$ cat config.mk
export PLATFORM = sky130hd
export DESIGN_NAME = fft_addr_sequencer
export DESIGN_NICKNAME = d
export VERILOG_FILES = /design/src/rtl/fft_addr_sequencer.sv
export SDC_FILE = /design/constraint.sdc
export NUM_CORES = 1
export LEC_CHECK = 0
export BUFFER_PORTS_ARGS = -buffer_cell sky130_fd_sc_hd__buf_2
export CAP_MARGIN = 20
export CORE_ASPECT_RATIO = 1.4
export CORE_MARGIN = 4
export CORE_UTILIZATION = 55
export CTS_BUF_LIST = sky130_fd_sc_hd__clkbuf_2
export DETAILED_ROUTE_END_ITERATION = 8
export GPL_ROUTABILITY_DRIVEN = 0
export PLACE_DENSITY = 0.85
export REMOVE_ABC_BUFFERS = 1
export SKIP_CTS_REPAIR_TIMING = 1
export SYNTH_ARGS = -nofsm -noshare
export SYNTH_HDL_FRONTEND = slang
export SYNTH_SLANG_ARGS = --single-unit
$ cat constraint.sdc
create_clock -name CLK -period 8.9 [get_ports CLK]
set_input_delay 0.445 -clock CLK [delete_from_list [all_inputs] [get_ports CLK]]
set_output_delay 0.445 -clock CLK [all_outputs]
set_load 0.005 [all_outputs]
$ cat src/rtl/fft_addr_sequencer.sv
// Address sequencer for an in-place radix-2 FFT: walks every stage x butterfly and emits
// data addresses A/B plus the twiddle ROM address, in DIT or DIF order, with a drain gap between stages.
//
// state | meaning
// IDLE  | waiting for START, outputs quiet
// RUN   | presenting butterflies, one consumed per VALID&&EN
// GAP   | pipeline drain between stages, VALID=0 for STAGE_GAP cycles
// FIN   | one-cycle DONE pulse, accepts a new START like IDLE
module fft_addr_sequencer #(
  parameter int LOG2N     = 5,
  parameter int STAGE_GAP = 4
) (
  input  logic                     CLK,
  input  logic                     RST,
  input  logic                     START,
  input  logic                     DIF,
  input  logic                     EN,
  output logic [LOG2N-1:0]         ADDR_A,
  output logic [LOG2N-1:0]         ADDR_B,
  output logic [LOG2N-2:0]         W_ADDR,
  output logic [$clog2(LOG2N)-1:0] STAGE,
  output logic                     VALID,
  output logic                     LAST,
  output logic                     BUSY,
  output logic                     DONE
);

  localparam int JW = LOG2N - 1;
  localparam int SW = $clog2(LOG2N);
  localparam int GW = (STAGE_GAP > 2) ? $clog2(STAGE_GAP) : 1;
  localparam logic [GW-1:0] GAP_LOAD = GW'((STAGE_GAP > 0) ? STAGE_GAP - 1 : 0);

  typedef enum logic [1:0] {S_IDLE, S_RUN, S_GAP, S_FIN} state_t;

  state_t          r_state;
  logic [JW-1:0]   r_j;
  logic [SW-1:0]   r_s;
  logic            r_dif;
  logic [GW-1:0]   r_gap_cnt;
  logic [LOG2N-1:0] r_addr_a, r_addr_b;
  logic [JW-1:0]   r_w_addr;
  logic            r_valid, r_last, r_busy, r_done;

  logic            w_start, w_consume, w_j_last, w_s_last, w_last_nxt;
  logic [JW-1:0]   w_j_nxt;
  logic [SW-1:0]   w_s_nxt;
  logic            w_dif_nxt;
  logic [SW-1:0]   w_sh, w_wsh;
  logic [JW-1:0]   w_pos, w_grp;
  logic [LOG2N-1:0] w_span, w_addr_a, w_addr_b;
  logic [JW-1:0]   w_w_addr;

  assign w_start    = START && ((r_state == S_IDLE) || (r_state == S_FIN));
  assign w_consume  = EN && (r_state == S_RUN);
  assign w_j_last   = (r_j == '1);
  assign w_s_last   = (r_s == SW'(LOG2N - 1));
  assign w_last_nxt = (w_j_nxt == '1);

  always_comb begin
    w_j_nxt   = r_j;
    w_s_nxt   = r_s;
    w_dif_nxt = r_dif;
    if (w_start) begin
      w_j_nxt   = '0;
      w_s_nxt   = '0;
      w_dif_nxt = DIF;
    end else if (w_consume) begin
      if (!w_j_last) begin
        w_j_nxt = r_j + JW'(1);
      end else if (!w_s_last) begin
        w_j_nxt = '0;
        w_s_nxt = r_s + SW'(1);
      end
    end
  end

  // span = 2^sh; the twiddle stride uses the complementary shift
  always_comb begin
    w_sh     = w_dif_nxt ? (SW'(LOG2N - 1) - w_s_nxt) : w_s_nxt;
    w_wsh    = w_dif_nxt ? w_s_nxt : (SW'(LOG2N - 1) - w_s_nxt);
    w_span   = LOG2N'(1) << w_sh;
    w_pos    = w_j_nxt & ~({JW{1'b1}} << w_sh);
    w_grp    = w_j_nxt >> w_sh;
    w_addr_a = (({1'b0, w_grp} << w_sh) << 1) | {1'b0, w_pos};
    w_addr_b = w_addr_a | w_span;
    w_w_addr = w_pos << w_wsh;
  end

  always_ff @(posedge CLK) begin
    if (RST) begin
      r_state   <= S_IDLE;
      r_j       <= '0;
      r_s       <= '0;
      r_dif     <= 1'b0;
      r_gap_cnt <= '0;
      r_addr_a  <= '0;
      r_addr_b  <= '0;
      r_w_addr  <= '0;
      r_valid   <= 1'b0;
      r_last    <= 1'b0;
      r_busy    <= 1'b0;
      r_done    <= 1'b0;
    end else begin
      r_j    <= w_j_nxt;
      r_s    <= w_s_nxt;
      r_dif  <= w_dif_nxt;
      r_done <= 1'b0;
      if (w_start || w_consume) begin
        r_addr_a <= w_addr_a;
        r_addr_b <= w_addr_b;
        r_w_addr <= w_w_addr;
      end
      case (r_state)
        S_IDLE, S_FIN: begin
          if (START) begin
            r_state <= S_RUN;
            r_valid <= 1'b1;
            r_busy  <= 1'b1;
            r_last  <= w_last_nxt;
          end else begin
            r_state <= S_IDLE;
            r_valid <= 1'b0;
            r_busy  <= 1'b0;
            r_last  <= 1'b0;
          end
        end
        S_RUN: begin
          if (EN) begin
            if (!w_j_last) begin
              r_last <= w_last_nxt;
            end else if (!w_s_last) begin
              if (STAGE_GAP == 0) begin
                r_last <= w_last_nxt;
              end else begin
                r_state   <= S_GAP;
                r_valid   <= 1'b0;
                r_last    <= 1'b0;
                r_gap_cnt <= GAP_LOAD;
              end
            end else begin
              r_state <= S_FIN;
              r_valid <= 1'b0;
              r_last  <= 1'b0;
              r_busy  <= 1'b0;
              r_done  <= 1'b1;
            end
          end
        end
        S_GAP: begin
          if (r_gap_cnt == '0) begin
            r_state <= S_RUN;
            r_valid <= 1'b1;
            r_last  <= w_last_nxt;
          end else begin
            r_gap_cnt <= r_gap_cnt - GW'(1);
          end
        end
        default: r_state <= S_IDLE;
      endcase
    end
  end

  assign ADDR_A = r_addr_a;
  assign ADDR_B = r_addr_b;
  assign W_ADDR = r_w_addr;
  assign STAGE  = r_s;
  assign VALID  = r_valid;
  assign LAST   = r_last;
  assign BUSY   = r_busy;
  assign DONE   = r_done;

endmodule

======== After elaboration in Yosys (flattened, before gate mapping) ========
Cells that the tools add are included.
word-level totals
  output and inout bits ................... 21
  bits of input ports ..................... 5
  bits in registers ....................... 30
  logic and storage cells ................. 91
cells by class
  bitwise operators ....................... 7
  equal/unequal tests ..................... 12
  reduce and logical (&&, ||, !) cells .... 14
  shift-type cells ........................ 5
  muxes and demuxes ....................... 37
  add/subtract/negate cells ............... 4
operator list
  operator               count
  $mux W3                6
  $mux W4                4
  $mux W1                15
  $mux W2                7
  $ne A2 B2 Y1 const B   6
  $eq A4 B4 Y1 const B   2
  $shl A4 B3 Y4          2
  $pmux W1 S3            2
  $pmux W2 S3            1
  $or A5 B4 Y5           1
  $or A5 B5 Y5           1
  $reduce_and A5 Y1      1
  $shl A1 B3 Y5 const A  1
  $add A4 B1 Y4 const B  1
  $and A4 B4 Y4          1
  $eq A2 B2 Y1 const B   2
  $logic_not A2 Y1       2
  $not A4 Y4             1
  $pmux W2 S2            1
  $reduce_and A4 Y1      1
  $reduce_bool A2 Y1     2
  $reduce_or A4 Y1       1
  $shl A4 B3 Y4 const A  1
  $shr A4 B3 Y4          1
  other kinds (12)       16

======== Logic depth before layout (Yosys ltp) ========
  depth in word-level cells ............... 12
  mapped depth ............................ 14
  gate-level depth less buffers ........... 13

======== Worst setup path before layout ========
OpenSTA, ideal clock, no wires.
  path kind ............................... register to register
  from .................................... register r_s[0], in the netlist STAGE[0]
  to ...................................... register r_addr_b[2], in the netlist ADDR_B[2]
  arrival ................................. 2.861 ns
  buffers on the path ..................... 0
  data required time ...................... 8.766 ns
  stages on the path, launching flop included .. 14
  setup time .............................. 0.134 ns
  setup slack ............................. 5.905 ns
  clock period less this slack ............ 2.995 ns
  path through ............................ dfxtp_1 -> inv_1 -> ha_1 -> a21boi_0 -> nand2_1 -> xnor2_1 -> nor2_1 -> clkinv_1 -> ha_1 -> inv_1 -> o22a_1 -> and2_1 -> a221oi_2 -> a211oi_1
between the ends
  word-level cells in the longest chain between the ends .. 12
  elaborated cells on any way between the ends .. 20
  classes of those cells .................. 2 x add/sub; 1 x eq/ne; 4 x shift; 9 x mux; 4 x bitwise
RTL lines
  what                                                                    line  source
  start, declared                                                         37    logic [SW-1:0] r_s;
  start signal, assigned                                                  105   r_s <= w_s_nxt;
  parallel branches: the longest is 11 deep, another holds $add A3 B1 Y3  n/a
  $or A5 B5 Y5 (*)                                                        85    w_addr_b = w_addr_a | w_span;
  end signal, assigned                                                    110   r_addr_b <= w_addr_b;
  end, declared                                                           40    logic [LOG2N-1:0] r_addr_a, r_addr_b;
Mark *: on every way between the ends.
A chain may end at the register's enable or synchronous reset.

======== Final worst setup path ========
Same ends and word-level chain as after synthesis.

==> metrics.md <==
| Metric | Value |
|---|---|
| Post-synth cell types | 54 |
| Pwr/cell area | 194 nW/um^2 |
| Hold Worst Slack | 358 ps |
| Max clock buf depth | 2 |
| CTS tree | done |
| Number of synthesized flops with an enable pin | 0 |
| Arrival time at the worst endpoint | 4050 ps |
| Antenna diode count | 0 |
| Crit-path max FO | 15 |
| Non-filler cells, final | 280 |
| Crit end category | flop |
| Synth Flop Type | dfxtp_1 |
| Achievable Freq | 264 MHz |
| Multi-input gate area | 1090 sq um |
| Sinks on Clock Net | 30 |
| Wire length per cell | 15.3 microns |
| LEAKAGE | 0.823 nW |
| Slew HR | 47.9% |
| Crit path depth | 13 |
| Max Slew Vio Count | 0 |
| Layout cells sized above 1 | 17.4% |
| Max stage delay on crit path | 510 ps |
| Die Span Y | 75.4 microns |
| CORE AREA | 3120 sq um |
| Share of the synthesized area in the top cell type | 33.7% |
| Hold crit path type | in2reg |
| Register area | 601 sq um |
| Crit path to | ADDR_B[2] |
| Commonest cells post-synth | nor2_1, dfxtp_1, nand2_1 |
| Total wire length | 4270 microns |
| Initial Util | 57.1% |
| Cell chain of the critical path | inv_1, ha_1, a21boi_0, nand2_1, xnor2_1, nor2_1, clkinv_1, ha_1, nand2b_1, xor2_2, o21ai_1, a221oi_2, a211oi_1 |
| Die X | 56.1 microns |
| DR iter-0 viols | 69 |
| Asr flop ratio synth | 0% |
| Final setup viols | 0 |
| Clk_lat worst skew | 380 ps |
| Tightest Pin Transition | 778 ps |
| WP data required | 9160 ps |
| Final Hold Viols | 0 |
| Vias per cell | 6.03 |
| Number of fillers in the final layout | 289 |
| 1st-pass router iterations | 4 |
| Setup slack, reg-to-reg | 5110 ps |
| Post-DRT Antenna Nets | 0 |
| Final Cycle Share | 42.6% |
| Status | finished, final reports clean |
| Fin crit period | 3790 ps |
| Reg2reg path depth | 13 |
| DIE AREA | 4230 sq um |
| Delay-heaviest family, CP | compound AO/OA/AOI/OAI gates |
| Final Util | 62.3% |
| Layout overhead on the synthesized area | 9.12% |
| Sequential share of the synthesized area | 33.7% |
| Residual DRC count | 0 |
| Final Net Count | 256 |
| Most common cell in the synthesized netlist | nor2_1 |
| DP HPWL | 3110 microns |
| Max_cap viols | 0 |
| RSZ-0062 raised after global routing | no |
| IR drop worst, VDD | 139 uV |
| #FFs+latches synth | 30 |
| Grt total ovfl | 0 |
| CP Buf/Inv Count | 2 |
| Leading area contributor after synthesis | dfxtp_1 |
| Worst r2r dst | ADDR_B[2] |
| Placed Instances | 273 |
| Mean Syn Cell Area | 8.18 sq um |
| Initial antenna violation count | 0 |
| Synth Cell Area | 1780 sq um |
| I/O Pins | 26 |
| Crit path kind | reg2reg |
| Vias after detailed routing | 1688 |
| Slowest library cell on the worst path | dfxtp_1 |
| CTS Root Cell | clkbuf_2 |
| Worst Skew | 9.52 ps |
| Std-Cell Rows | 24 |
| CTS buffer count | 5 |
| Largest net degree at the start of global routing | 32 |
| Yosys warns | 0 |
| Synth Instances | 218 |
| Startpoint types | flop |
| Hold Crit Depth | 3 |
| Buffers on Ports | 25 |
| Wire length of the first global-routing pass | 7220 microns |
| Setup TNS | 0 ps |
| Power Total | 0.378 mW |
| Vias in the first global route | 1669 |
| Gr usage total | 21.5% |
| Synth top area cells | dfxtp_1, ha_1, nor2_1 |
| H-tree depth reported by CTS | 2 |
| Clk pin slew, worst setup/hold paths | 150 ps |
| Reg2reg start | STAGE[0] |
| Most common cell on crit path | ha_1 |
| Start point of the critical path | STAGE[0] |
-- cell type report --
cell class	count	share of cell area [%]
tap	39	2.51
sequential	30	30.8
inverter	12	2.31
clock buffer	5	1.29
multi-input combinational	167	56.1
timing repair buffer	25	6.43
clock inverter	2	0.514
-- worst min-delay path by stage --
stage | start | endpoint | slack (ps)
finish | START | BUSY | 360
global route | START | BUSY | 340
CTS | START | BUSY | 340
detailed placement | ADDR_A[0] | ADDR_A[0] | 450
global placement | ADDR_A[0] | ADDR_A[0] | 440
floorplan | ADDR_A[0] | ADDR_A[0] | 440
-- metal layers --
| metal | wire length, microns | global-route usage (%) |
|---|---|---|
| met5 | 0 | 0 |
| met4 | 90 | 10.3 |
| met3 | 207 | 5.08 |
| met2 | 2220 | 38.6 |
| met1 | 1750 | 24.1 |
-- tightest hold or removal path, delay by kind of cell --
kind,cells,cell delay [ps]
compound gates,1,60
buf+inv,1,110
simple gates,1,90
-- per-stage QoR --
step	instance area [sq um]	setup slack, ps
finish	1950	5110
global route	1950	4790
CTS	1950	5200
detailed placement	1910	5230
global placement	1910	5370
floorplan	1740	5750
-- flip-flops by register name, indices dropped and copies added, names as in the netlist --
name	flops
VALID	1
DONE	1
BUSY	1
r_dif	1
STAGE	3
LAST	1
ADDR_A	5
W_ADDR	4
r_gap_cnt	2
ADDR_B	5
r_j	4
r_state	2
-- where the power goes --
group / internal [mW] / switching, mW / leakage [nW]
combinational: 0.0545 / 0.0948 / 0.551
sequential: 0.152 / 0.00975 / 0.244
clock: 0.0170 / 0.0492 / 0.0286
total: 0.224 / 0.154 / 0.823
-- cell usage in the layout, fill, tap and decap left out, types with 4 or more instances in the layout --
cell | synthesis | layout
a211oi_1 | 6 | 6
a21oi_1 | 12 | 12
a22oi_1 | 4 | 4
and2_1 | 4 | 4
buf_2 | 1 | 25
clkbuf_2 | 0 | 5
dfxtp_1 | 30 | 30
ha_1 | 10 | 10
inv_1 | 11 | 11
mux2i_1 | 5 | 5
nand2_1 | 22 | 22
nand3_1 | 6 | 6
nor2_1 | 31 | 31
nor3_1 | 9 | 9
o21ai_0 | 6 | 6
-- logic make-up (layout without fill, tap and decap cells) --
kind of cell               Yosys count  after routing  synth area share, %
xor gates and xnor gates             4              4                 2.38
buffers and inverters               21             44                 5.12
DFF                                 30             30                 33.7
adders and majority gates           10             10                 7.01
AOI/OAI and AO/OA                   55             55                 23.1
and+or+nand+nor                     92             92                 25.2
muxes                                6              6                 3.44
No activity file was read; power rests on OpenSTA's default activity.
